### config.mk
export PLATFORM = sky130hd
export DESIGN_NAME = mem_bist_master
export DESIGN_NICKNAME = d
export VERILOG_FILES = /design/src/rtl/mem_bist_pkg.sv /design/src/rtl/mem_bist_pattern.sv /design/src/rtl/mem_bist_master.sv
export SDC_FILE = /design/constraint.sdc
export NUM_CORES = 1
export LEC_CHECK = 0
export ABC_AREA = 1
export CORE_MARGIN = 2
export CORE_UTILIZATION = 57
export CTS_BUF_LIST = sky130_fd_sc_hd__clkbuf_8
export CTS_CLUSTER_DIAMETER = 40
export DETAILED_ROUTE_END_ITERATION = 10
export HOLD_SLACK_MARGIN = 0.15
export PLACE_DENSITY = 0.89
export SLEW_MARGIN = 20
export SYNTH_ARGS = -nofsm -noshare
export SYNTH_HDL_FRONTEND = slang
export SYNTH_SLANG_ARGS = --single-unit
### constraint.sdc
create_clock -name clk_i -period 5.35 [get_ports clk_i]
set_input_delay 0.535 -clock clk_i [delete_from_list [all_inputs] [get_ports clk_i]]
set_output_delay 0.535 -clock clk_i [all_outputs]
set_load 0.01 [all_outputs]
### src/rtl/mem_bist_pkg.sv
// Shared types and constants for the memory BIST initiator.
package mem_bist_pkg;

    typedef enum logic [2:0] {
        StIdle,
        StWrReq,
        StWrGap,
        StRdReq,
        StRdGap,
        StDone
    } state_e;

    localparam logic        PAT_ADDR = 1'b0;
    localparam logic        PAT_CHK  = 1'b1;
    localparam logic [15:0] CHK_EVEN = 16'h5555;
    localparam logic [15:0] CHK_ODD  = 16'hAAAA;

endpackage

### src/rtl/mem_bist_pattern.sv
// Combinational data pattern generator: address pattern or checkerboard by address parity.
module mem_bist_pattern
    import mem_bist_pkg::*;
#(
    parameter int unsigned WIDTH      = 16,
    parameter int unsigned ADDR_WIDTH = 9
) (
    input  logic [ADDR_WIDTH-1:0] addr_i,
    input  logic                  pat_sel_i,
    output logic [WIDTH-1:0]      data_o
);

    always_comb begin
        data_o = WIDTH'(addr_i);
        if (pat_sel_i == PAT_CHK) begin
            data_o = addr_i[0] ? WIDTH'(CHK_ODD) : WIDTH'(CHK_EVEN);
        end
    end

endmodule

### src/rtl/mem_bist_master.sv
// Write/read-back/compare BIST initiator for a valid/ready single-port memory.
// Optional first-mismatch logging enabled by defining MEM_BIST_ERR_LOG_EN.
module mem_bist_master
    import mem_bist_pkg::*;
#(
    parameter int unsigned WIDTH      = 16,
    parameter int unsigned ADDR_WIDTH = 9,
    parameter int unsigned TIMEOUT    = 15,
    parameter int unsigned ERRW       = 8
) (
    input  logic                  clk_i,
    input  logic                  rst_i,
    input  logic                  start_i,
    input  logic [ADDR_WIDTH-1:0] start_addr_i,
    input  logic [ADDR_WIDTH-1:0] last_addr_i,
    input  logic                  pat_sel_i,
    output logic [ADDR_WIDTH-1:0] addr_o,
    output logic [WIDTH-1:0]      wdata_o,
    output logic                  wr_rd_o,
    output logic                  valid_o,
    input  logic                  ready_i,
    input  logic [WIDTH-1:0]      rdata_i,
    output logic                  busy_o,
    output logic                  done_o,
    output logic                  pass_o,
    output logic                  timeout_o,
    output logic [ERRW-1:0]       err_cnt_o
`ifdef MEM_BIST_ERR_LOG_EN
    ,
    output logic [ADDR_WIDTH-1:0] err_addr_o,
    output logic [WIDTH-1:0]      err_exp_o,
    output logic [WIDTH-1:0]      err_got_o
`endif
);

    localparam int unsigned CntW = (TIMEOUT > 1) ? $clog2(TIMEOUT) : 1;
    localparam logic [CntW-1:0] CntMax = CntW'(TIMEOUT - 1);

    state_e                state_q;
    logic [ADDR_WIDTH-1:0] start_q, last_q, addr_q;
    logic                  pat_q;
    logic [WIDTH-1:0]      wdata_q;
    logic                  wr_rd_q, valid_q, busy_q, done_q, pass_q, timeout_q;
    logic [ERRW-1:0]       err_cnt_q;
    logic [CntW-1:0]       cnt_q;
`ifdef MEM_BIST_ERR_LOG_EN
    logic [ADDR_WIDTH-1:0] err_addr_q;
    logic [WIDTH-1:0]      err_exp_q, err_got_q;
`endif

    logic                  last_hit;
    logic [ADDR_WIDTH-1:0] addr_nxt, pat_addr;
    logic                  pat_sel;
    logic [WIDTH-1:0]      pat_data;
    logic                  mismatch;
    logic [ERRW-1:0]       err_inc;

    // One pattern instance: next write word in IDLE/WR_GAP, expected word in RD_REQ.
    always_comb begin
        last_hit = (addr_q == last_q);
        addr_nxt = last_hit ? start_q : addr_q + 1'b1;
        pat_sel  = pat_q;
        pat_addr = addr_nxt;
        if (state_q == StIdle) begin
            pat_sel  = pat_sel_i;
            pat_addr = start_addr_i;
        end else if (state_q == StRdReq) begin
            pat_addr = addr_q;
        end
        mismatch = (rdata_i != pat_data);
        err_inc  = (err_cnt_q == '1) ? err_cnt_q : err_cnt_q + 1'b1;
    end

    mem_bist_pattern #(
        .WIDTH     (WIDTH),
        .ADDR_WIDTH(ADDR_WIDTH)
    ) u_pattern (
        .addr_i   (pat_addr),
        .pat_sel_i(pat_sel),
        .data_o   (pat_data)
    );

    always_ff @(posedge clk_i) begin
        if (rst_i) begin
            state_q   <= StIdle;
            start_q   <= '0;
            last_q    <= '0;
            addr_q    <= '0;
            pat_q     <= 1'b0;
            wdata_q   <= '0;
            wr_rd_q   <= 1'b0;
            valid_q   <= 1'b0;
            busy_q    <= 1'b0;
            done_q    <= 1'b0;
            pass_q    <= 1'b0;
            timeout_q <= 1'b0;
            err_cnt_q <= '0;
            cnt_q     <= '0;
`ifdef MEM_BIST_ERR_LOG_EN
            err_addr_q <= '0;
            err_exp_q  <= '0;
            err_got_q  <= '0;
`endif
        end else begin
            done_q <= 1'b0;
            case (state_q)
                StIdle: begin
                    if (start_i) begin
                        start_q   <= start_addr_i;
                        last_q    <= last_addr_i;
                        pat_q     <= pat_sel_i;
                        addr_q    <= start_addr_i;
                        wdata_q   <= pat_data;
                        wr_rd_q   <= 1'b1;
                        valid_q   <= 1'b1;
                        busy_q    <= 1'b1;
                        pass_q    <= 1'b0;
                        timeout_q <= 1'b0;
                        err_cnt_q <= '0;
                        cnt_q     <= '0;
`ifdef MEM_BIST_ERR_LOG_EN
                        err_addr_q <= '0;
                        err_exp_q  <= '0;
                        err_got_q  <= '0;
`endif
                        state_q   <= StWrReq;
                    end
                end
                StWrReq, StRdReq: begin
                    if (ready_i) begin
                        valid_q <= 1'b0;
                        if (state_q == StRdReq && mismatch) begin
                            err_cnt_q <= err_inc;
`ifdef MEM_BIST_ERR_LOG_EN
                            if (err_cnt_q == '0) begin
                                err_addr_q <= addr_q;
                                err_exp_q  <= pat_data;
                                err_got_q  <= rdata_i;
                            end
`endif
                        end
                        state_q <= (state_q == StWrReq) ? StWrGap : StRdGap;
                    end else if (cnt_q == CntMax) begin
                        valid_q   <= 1'b0;
                        busy_q    <= 1'b0;
                        done_q    <= 1'b1;
                        timeout_q <= 1'b1;
                        pass_q    <= 1'b0;
                        state_q   <= StDone;
                    end else begin
                        cnt_q <= cnt_q + 1'b1;
                    end
                end
                StWrGap: begin
                    cnt_q   <= '0;
                    valid_q <= 1'b1;
                    addr_q  <= addr_nxt;
                    if (last_hit) begin
                        wr_rd_q <= 1'b0;
                        state_q <= StRdReq;
                    end else begin
                        wdata_q <= pat_data;
                        state_q <= StWrReq;
                    end
                end
                StRdGap: begin
                    if (last_hit) begin
                        busy_q  <= 1'b0;
                        done_q  <= 1'b1;
                        pass_q  <= (err_cnt_q == '0);
                        state_q <= StDone;
                    end else begin
                        cnt_q   <= '0;
                        valid_q <= 1'b1;
                        addr_q  <= addr_nxt;
                        state_q <= StRdReq;
                    end
                end
                StDone:  state_q <= StIdle;
                default: state_q <= StIdle;
            endcase
        end
    end

    assign addr_o    = addr_q;
    assign wdata_o   = wdata_q;
    assign wr_rd_o   = wr_rd_q;
    assign valid_o   = valid_q;
    assign busy_o    = busy_q;
    assign done_o    = done_q;
    assign pass_o    = pass_q;
    assign timeout_o = timeout_q;
    assign err_cnt_o = err_cnt_q;
`ifdef MEM_BIST_ERR_LOG_EN
    assign err_addr_o = err_addr_q;
    assign err_exp_o  = err_exp_q;
    assign err_got_o  = err_got_q;
`endif

endmodule
==> results of run 1 <==
-- state kept, by name, indices dropped and copies added (netlist names), 3 cells and up --
register,flops
wdata_o,11
cnt_q,4
last_q,9
start_q,9
state_q,3
err_cnt_o,8
addr_o,9
-- per-layer routing --
layer | wire [um] | vias up | part of all wire, % | global-route usage, %
met4 | 359 | 0 | 3.6 | 15.4
li1 | - | 1904 | - | -
met5 | 0 | - | 0 | 0
met1 | 3930 | 1778 | 39 | 32.6
met2 | 4970 | 164 | 50 | 49.9
met3 | 717 | 37 | 7.2 | 5.04
-- layout make-up --
class | count | area [um2]
inverter | 69 | 259
sequential | 60 | 1200
clock inverter | 6 | 80.1
timing repair buffer | 79 | 781
multi-input combinational | 391 | 2040
tap | 77 | 96.3
fill | 503 | 1650
clock buffer | 10 | 138
-- cells in the final DEF (no fill, tap or decap), drive strengths merged, types with 2 or more instances in the layout --
| cell | instances |
|---|---|
| nor3b | 2 |
| nand3b | 4 |
| a211oi | 5 |
| bufinv | 2 |
| nor3 | 14 |
| ha | 7 |
| o211ai | 3 |
| buf | 3 |
| xnor2 | 6 |
| nand4 | 3 |
| dfxtp | 60 |
| a221oi | 6 |
| inv | 71 |
| clkdlybuf4s50 | 76 |
| clkbuf | 10 |
| nand3 | 32 |
| xor2 | 4 |
| nor2 | 50 |
| o21ai | 36 |
| nand2 | 144 |
| a21oi | 68 |
-- critical path, stage by stage (launching register included) --
cell and delay, ns:
sky130_fd_sc_hd__dfxtp_1 0.35, sky130_fd_sc_hd__inv_1 0.09, sky130_fd_sc_hd__nor2_4 0.19, sky130_fd_sc_hd__inv_2 0.15
sky130_fd_sc_hd__nor2_2 0.48, sky130_fd_sc_hd__inv_2 0.21, sky130_fd_sc_hd__nand3_1 0.15, sky130_fd_sc_hd__nand2_2 0.10
sky130_fd_sc_hd__nand2_4 0.11, sky130_fd_sc_hd__ha_1 0.26, sky130_fd_sc_hd__xnor2_1 0.17, sky130_fd_sc_hd__nand2_1 0.07
sky130_fd_sc_hd__nor4_1 0.24, sky130_fd_sc_hd__nand2_1 0.11, sky130_fd_sc_hd__nor2_2 0.14, sky130_fd_sc_hd__nand2_2 0.10
sky130_fd_sc_hd__o21bai_4 0.31, sky130_fd_sc_hd__nand2_1 0.10, sky130_fd_sc_hd__nand2_1 0.07, sky130_fd_sc_hd__nor2_1 0.05
-- power groups by stage --
stage | sequential [uW] | clock (uW) | combinational (uW)
2_1_floorplan | 583 | 0 | 392
3_3_place_gp | 572 | 0 | 586
3_5_place_dp | 574 | 0 | 603
4_1_cts | 566 | 457 | 612
5_1_grt | 574 | 472 | 686
6_report | 567 | 452 | 618
-- through the flow --
step	power (uW)	hold WS [ns]	area, um2	utilization [%]	std cells
2_1_floorplan	975	0.425	3630	-	545
4_1_cts	1630	0.458	4590	73.5	692
3_3_place_gp	1160	0.442	4370	70.0	676
6_report	1640	0.460	4590	73.6	692
5_1_grt	1730	0.480	4590	73.6	692
3_5_place_dp	1180	0.449	4370	70.0	676
-- logic make-up after synthesis --
kind of cell / share of synthesized area [%]
xor+xnor: 2.42
buf+inv: 10.9
compound gates: 18.9
fa+ha+maj: 2.42
flops: 33.1
simple gates: 32.2
-- worst paths after layout --
kind	start	to	slack (ns)	depth (start not counted)
setup / recovery	state_q[0]$_SDFFE_PP0P_	err_cnt_o[5]$_SDFFE_PP0P_	1.78	19
hold / removal	start_q[7]$_SDFFE_PP0P_	start_q[7]$_SDFFE_PP0P_	0.46	2
setup reg to reg	state_q[0]$_SDFFE_PP0P_	err_cnt_o[5]$_SDFFE_PP0P_	1.78	19
hold reg to reg	start_q[7]$_SDFFE_PP0P_	start_q[7]$_SDFFE_PP0P_	0.46	2
==> impl_summary.txt, run 1 <==
----------------------------------------------------
[Power]
  Reported leakage power ... 0.00199 uW
  Peak supply drop ... 0.208 mV
  Part of the power in registers ... 34.6%
  Fraction of power spent switching nets ... 36.8%
  Combinational share of power ... 37.8%
  Switching power total ... 603 uW
  P per Cell Area ... 357 mW/mm2
  Proportion of power drawn by the clock network ... 27.6%
  Total internal power ... 1040 uW

[Setup path]
  Critical path peak fanout ... 14
  Type of element capturing the critical path ... flip-flop
  Kind of start point of the critical path ... flip-flop
  Required time at the worst-slack endpoint ... 5.58 ns
  Start-to-end type of the worst setup path ... flip-flop to flip-flop
  Critical Path AT ... 3.81 ns

[Synth]
  Cell area after synthesis ... 0.00363 mm2
  Async set-reset flop share out of synthesis ... 0%
  Mapped Cells ... 545
  Leading register cell type out of synthesis ... sky130_fd_sc_hd__dfxtp_1
  Commonest cells in the netlist ... 130 x sky130_fd_sc_hd__nand2_1, 68 x sky130_fd_sc_hd__a21oi_1, 66 x sky130_fd_sc_hd__inv_1, 60 x sky130_fd_sc_hd__dfxtp_1, 42 x sky130_fd_sc_hd__nor2_1
  Top post-synthesis cells by area ... sky130_fd_sc_hd__dfxtp_1 33%, sky130_fd_sc_hd__nand2_1 13%, sky130_fd_sc_hd__a21oi_1 9.4%
  Fraction of post-synthesis cell area in the top cell type by area ... 33.1%
  Synthesized Nets ... 591
  Netlist cell types ... 39
  Seq/Total Area, Yosys ... 33.1%
  Leading area contributor after synthesis ... sky130_fd_sc_hd__dfxtp_1
  Mean instance size in the synthesized netlist ... 6.65 um2
  Number of synthesized flops with an enable pin ... 0
  Post-synthesis sequential element count ... 60
  Number of synthesis warnings ... 0
  Most frequent cell after synthesis ... sky130_fd_sc_hd__nand2_1

[Final layout]
  Count of antenna diodes in the layout ... 0
  Net total in the final layout ... 656
  Signed area change from the synthesized netlist to the final layout ... 26.6%
  Layout cell share with drive strength beyond 1 ... 8.29%

[STA]
  Maximum achievable frequency ... 0.280 GHz
  RSZ-0062 raised after global routing ... no
  Normalized max-slew margin ... 35.7%
  Total negative setup slack ... 0 ns
  Slew at the pin with the worst max-slew slack ... 0.963 ns
  Final setup violation count ... 0
  Final count of pins violating max slew ... 0
  Tcrit/Tclk final ... 66.8%
  Post-layout min period ... 3.57 ns
  Final WS setup ... 1.78 ns
  Hold violation total from the final report ... 0
  Final Skew ... 0.00795 ns

[Detailed routing]
  Detailed Route WL ... 9980 um
  Via count of the routed design ... 3,883
  Length of the first detailed-routing pass in iterations ... 5
  Initial DRC Count ... 301
  Final antenna-violating net count ... 0
  Total DRC errors in the routed layout ... 0
  Wirelength per Cell ... 14.4 um
  Via-to-Cell Ratio ... 5.61

[CTS]
  Number of buffers created by CTS ... 9
  Clock tree from TritonCTS ... built
  CTS Root Cell ... sky130_fd_sc_hd__clkbuf_8
  Clock sinks ... 60
  Clock tree buffer depth ... 2
  Clock slew seen by the registers of the worst setup and hold paths ... 0.07 ns
  Skew-Pair Late Insertion Delay ... 0.34 ns
  Total of cells resized after clock tree synthesis ... 0
  Count of buffers added by post-CTS timing repair for setup ... 0
  Number of levels in the clock H-tree ... 3
  Hold buffer count at cts ... 0

[Global routing]
  Vias in the first global route ... 3,738
  All-Layer GR Usage ... 28.4%
  Maximum number of pins on one net before global-route repair ... 32
  Initial antenna violation count ... 0
  Total grt overflow ... 0
  Global-route wire length before repair ... 16,300 um

[Floorplan]
  Number of ports placed on the die boundary ... 78
  Die area ... 0.00702 mm2
  Initial cell density of the core ... 58.1%
  Std-Cell Rows ... 29
  Overall die height ... 83.8 um
  Horizontal extent of the die ... 83.8 um
  Area of the core ... 0.00624 mm2

[Placed design]
  Number of port buffers ... 77
  Final estimated routing congestion in global placement ... 0.912
  Half-perimeter wire length of the detailed placement result ... 6900 um
  Post-Place Worst Slack ... 1.77 ns

[Job]
  Number of violations of the max-capacitance limit ... 0

[Hold path]
  Tightest Hold Check Type ... flip-flop to flip-flop

[Outcome]
  Result of the run ... completed

----------------------------------------------------
(Power assumes the default switching activity.)
==> run 2: changes to the inputs <==
--- a/config.mk
+++ b/config.mk
@@ -7,12 +7,12 @@
 export LEC_CHECK = 0
 export ABC_AREA = 1
 export CORE_MARGIN = 2
-export CORE_UTILIZATION = 57
+export CORE_UTILIZATION = 48
 export CTS_BUF_LIST = sky130_fd_sc_hd__clkbuf_8
 export CTS_CLUSTER_DIAMETER = 40
 export DETAILED_ROUTE_END_ITERATION = 10
 export HOLD_SLACK_MARGIN = 0.15
-export PLACE_DENSITY = 0.89
+export PLACE_DENSITY = 0.8
 export SLEW_MARGIN = 20
 export SYNTH_ARGS = -nofsm -noshare
 export SYNTH_HDL_FRONTEND = slang
==> constraint.sdc (replaced) <==
create_clock -name clk_i -period 3.1 [get_ports clk_i]
set_input_delay 0.31 -clock clk_i [delete_from_list [all_inputs] [get_ports clk_i]]
set_output_delay 0.31 -clock clk_i [all_outputs]
set_load 0.01 [all_outputs]
==> impl_summary.txt, run 2 (same netlist as run 1, synthesis figures left out) <==
----------------------------------------------------
[Floorplan]
  Horizontal extent of the die ... 90.9 um (+8.5%)
  Area of the core ... 0.00729 mm2 (+17%)
  Die area ... 0.00827 mm2 (+18%)
  Overall die height ... 90.9 um (+8.5%)
  Number of ports placed on the die boundary ... 78 (unchanged)
  Initial cell density of the core ... 49.7% (-8.4 points)
  Std-Cell Rows ... 31 (+6.9%)

[STA]
  Slew at the pin with the worst max-slew slack ... 0.993 ns (+0.0298 ns)
  Smallest hold slack ... 0.461 ns (+0.000827 ns)
  Final setup violation count ... 0 (unchanged)
  Final WS setup ... 0.185 ns (-1.59 ns)
  Post-layout min period ... 2.91 ns (-0.660 ns)
  Tcrit/Tclk final ... 94.0% (+27 points)
  Final count of pins violating max slew ... 0 (unchanged)
  Maximum achievable frequency ... 0.343 GHz (+23%)
  Normalized max-slew margin ... 33.7% (-2.0 points)
  Hold violation total from the final report ... 0 (unchanged)
  Final Skew ... 0.00980 ns (+0.00185 ns)

[Detailed routing]
  Total DRC errors in the routed layout ... 0 (unchanged)
  Detailed Route WL ... 10,600 um (+6.2%)
  Wirelength per Cell ... 14.4 um (-0.39%)
  Final antenna-violating net count ... 0 (unchanged)
  Via count of the routed design ... 3,928 (+1.2%)
  Length of the first detailed-routing pass in iterations ... 5 (unchanged)
  Initial DRC Count ... 174 (-42%)
  Via-to-Cell Ratio ... 5.32 (-5.1%)

[CTS]
  Number of buffers created by CTS ... 9 (unchanged)
  Skew-Pair Late Insertion Delay ... 0.35 ns (about the same)
  Number of levels in the clock H-tree ... 3 (unchanged)
  Clock sinks ... 60 (unchanged)
  Clock tree from TritonCTS ... built
  Clock tree buffer depth ... 2 (unchanged)
  CTS Root Cell ... sky130_fd_sc_hd__clkbuf_8
  Clock slew seen by the registers of the worst setup and hold paths ... 0.06 ns (about the same)

[Setup path]
  Chain of cells forming the critical path ... xnor2_1, nand2_1, nor2_4, nand2_4, nand2_2, nand3_2, nand2_4, nand2_4, ha_4, xnor2_2, nand2_1, nor4_2, nand2_1, nor2_2, nand2_2, o21bai_4, nand2_1, nand2_1, nor2_1
  Slowest cell on the critical path ... sky130_fd_sc_hd__dfxtp_1
  FF-to-FF Start ... addr_o[8]$_SDFFE_PP0P_
  Cell occurring most often along the worst timing path ... sky130_fd_sc_hd__nand2_1
  Required time at the worst-slack endpoint ... 3.34 ns (-2.24 ns)
  Critical path peak fanout ... 6 (-8)
  Top cell family by delay on the critical path ... simple AND/OR/NAND/NOR gates
  Start-to-end type of the worst setup path ... flip-flop to flip-flop
  Type of element capturing the critical path ... flip-flop
  Worst path buffer plus inverter count ... 0 (-3)
  Max incr delay on CP ... 0.32 ns (-0.16 ns)
  R2r worst-path depth ... 19 (unchanged)
  Kind of start point of the critical path ... flip-flop
  Capturing point of the worst reg2reg path ... err_cnt_o[4]$_SDFFE_PP0P_
  Critical Path AT ... 3.15 ns (-0.66 ns)
  Worst setup slack for register-to-register paths ... 0.19 ns (-1.59 ns)

[Hold path]
  Launch point of the worst hold path ... start_q[8]$_SDFFE_PP0P_
  Hold Path Stages ... 2 (unchanged)
  Tightest Hold Check Type ... flip-flop to flip-flop
  Hold-critical path endpoint ... start_q[8]$_SDFFE_PP0P_

[Global routing]
  Initial antenna violation count ... 0 (unchanged)
  Maximum number of pins on one net before global-route repair ... 32 (unchanged)
  All-Layer GR Usage ... 26.1% (-2.3 points)
  Vias in the first global route ... 3,883 (+3.9%)
  Total grt overflow ... 0 (unchanged)
  Global-route wire length before repair ... 17,700 um (+8.1%)

[Power]
  P per Cell Area ... 579 mW/mm2 (+62%)
  Peak supply drop ... 0.358 mV (+73%)
  Reported leakage power ... 0.00211 uW (+6.5%)

[Final layout]
  Largest register FFs ... 11 (unchanged)
  Net total in the final layout ... 681 (+3.8%)
  Final non-filler cell total ... 738 (+6.6%)
  Count of antenna diodes in the layout ... 0 (unchanged)
  Layout cell share with drive strength beyond 1 ... 14.7% (+6.4 points)
  Commonest non-fill, non-tap cell in the layout ... sky130_fd_sc_hd__nand2_1
  Leading cell types in the layout, fill and taps excluded ... 128 x sky130_fd_sc_hd__nand2_1, 77 x sky130_fd_sc_hd__clkdlybuf4s50_1, 67 x sky130_fd_sc_hd__a21oi_1
  Signed area change from the synthesized netlist to the final layout ... 34.5%

[Placed design]
  Post-Place Worst Slack ... -0.0255 ns (-1.80 ns)
  Total placed cells including tap cells ... 717 (+6.1%)
  Half-perimeter wire length of the detailed placement result ... 7700 um (+12%)
  Number of port buffers ... 77 (unchanged)
  Final estimated routing congestion in global placement ... 0.963 (+5.6%)

[Outcome]
  Result of the run ... completed

[Job]
  Number of violations of the max-capacitance limit ... 0 (unchanged)

----------------------------------------------------
-- run 2: changes by cell type in the layout (fill, tap and decap cells not counted), sizes merged --
| cell | change |
|---|---|
| o21bai | +1 |
| clkbuf | +1 |
| clkinv | +1 |
| clkinvlp | -1 |
| clkdlybuf4s50 | +1 |
| bufinv | -2 |
| buf | +23 |
-- run 2: worst max path at each step --
stage                           startpoint                         to  slack [ns]  depth (start not counted)
floorplan           addr_o[7]$_SDFFE_PP0P_  err_cnt_o[4]$_SDFFE_PP0P_        0.24                         20
global placement    addr_o[7]$_SDFFE_PP0P_  err_cnt_o[2]$_SDFFE_PP0P_        0.16                         19
detailed placement  addr_o[6]$_SDFFE_PP0P_  err_cnt_o[5]$_SDFFE_PP0P_       -0.03                         20
CTS                 addr_o[6]$_SDFFE_PP0P_  err_cnt_o[2]$_SDFFE_PP0P_        0.04                         19
global route        last_q[0]$_SDFFE_PP0P_  err_cnt_o[4]$_SDFFE_PP0P_       -0.04                         21
finish              addr_o[8]$_SDFFE_PP0P_  err_cnt_o[4]$_SDFFE_PP0P_        0.19                         19
-- run 2: tightest hold or removal path: stages (launching register included) --
cell and delay, ns:
sky130_fd_sc_hd__dfxtp_1 0.30, sky130_fd_sc_hd__inv_1 0.06, sky130_fd_sc_hd__a21oi_1 0.06
-- run 2: final cells by class --
class	instances	area, um2
clock inverter	4	17.5
timing repair buffer	103	966
sequential	60	1210
tap	99	124
fill	658	2420
clock buffer	11	151
inverter	69	262
multi-input combinational	392	2140
-- run 2: metal layers --
metal / up-vias / track usage, % / share of wire (%)
met5: - / 0 / 0
met4: 0 / 9.60 / 2.1
met3: 19 / 6.18 / 6.0
met2: 146 / 45.4 / 50
met1: 1811 / 31.2 / 42
li1: 1952 / - / -
-- run 2: what timing repair did --
item / 4_1_cts / 5_1_grt
setup buffers: 0 / 5
endpoints found under the setup margin: 6 / 8
hold buffers: 0 / 0
cloned: 1 / 0
resized for setup: 0 / 29
pin swaps: 1 / 18
-- run 2: report_power, final --
part / internal [uW] / total [uW] / switching (uW)
Combinational: 536 / 1230 / 689
Clock: 321 / 628 / 308
Sequential: 883 / 970 / 87.4
Total: 1740 / 2820 / 1080
-- run 2: metrics by stage --
step / instance area (um2) / util [%] / total power (uW) / setup TNS [ns]
6_report: 4880 / 66.9 / 2820 / 0
2_1_floorplan: 3630 / - / 1680 / 0
4_1_cts: 4720 / 64.8 / 2750 / 0
3_3_place_gp: 4540 / 62.3 / 2080 / 0
3_5_place_dp: 4540 / 62.3 / 2110 / -0.0448
5_1_grt: 4880 / 66.9 / 3000 / -0.0630
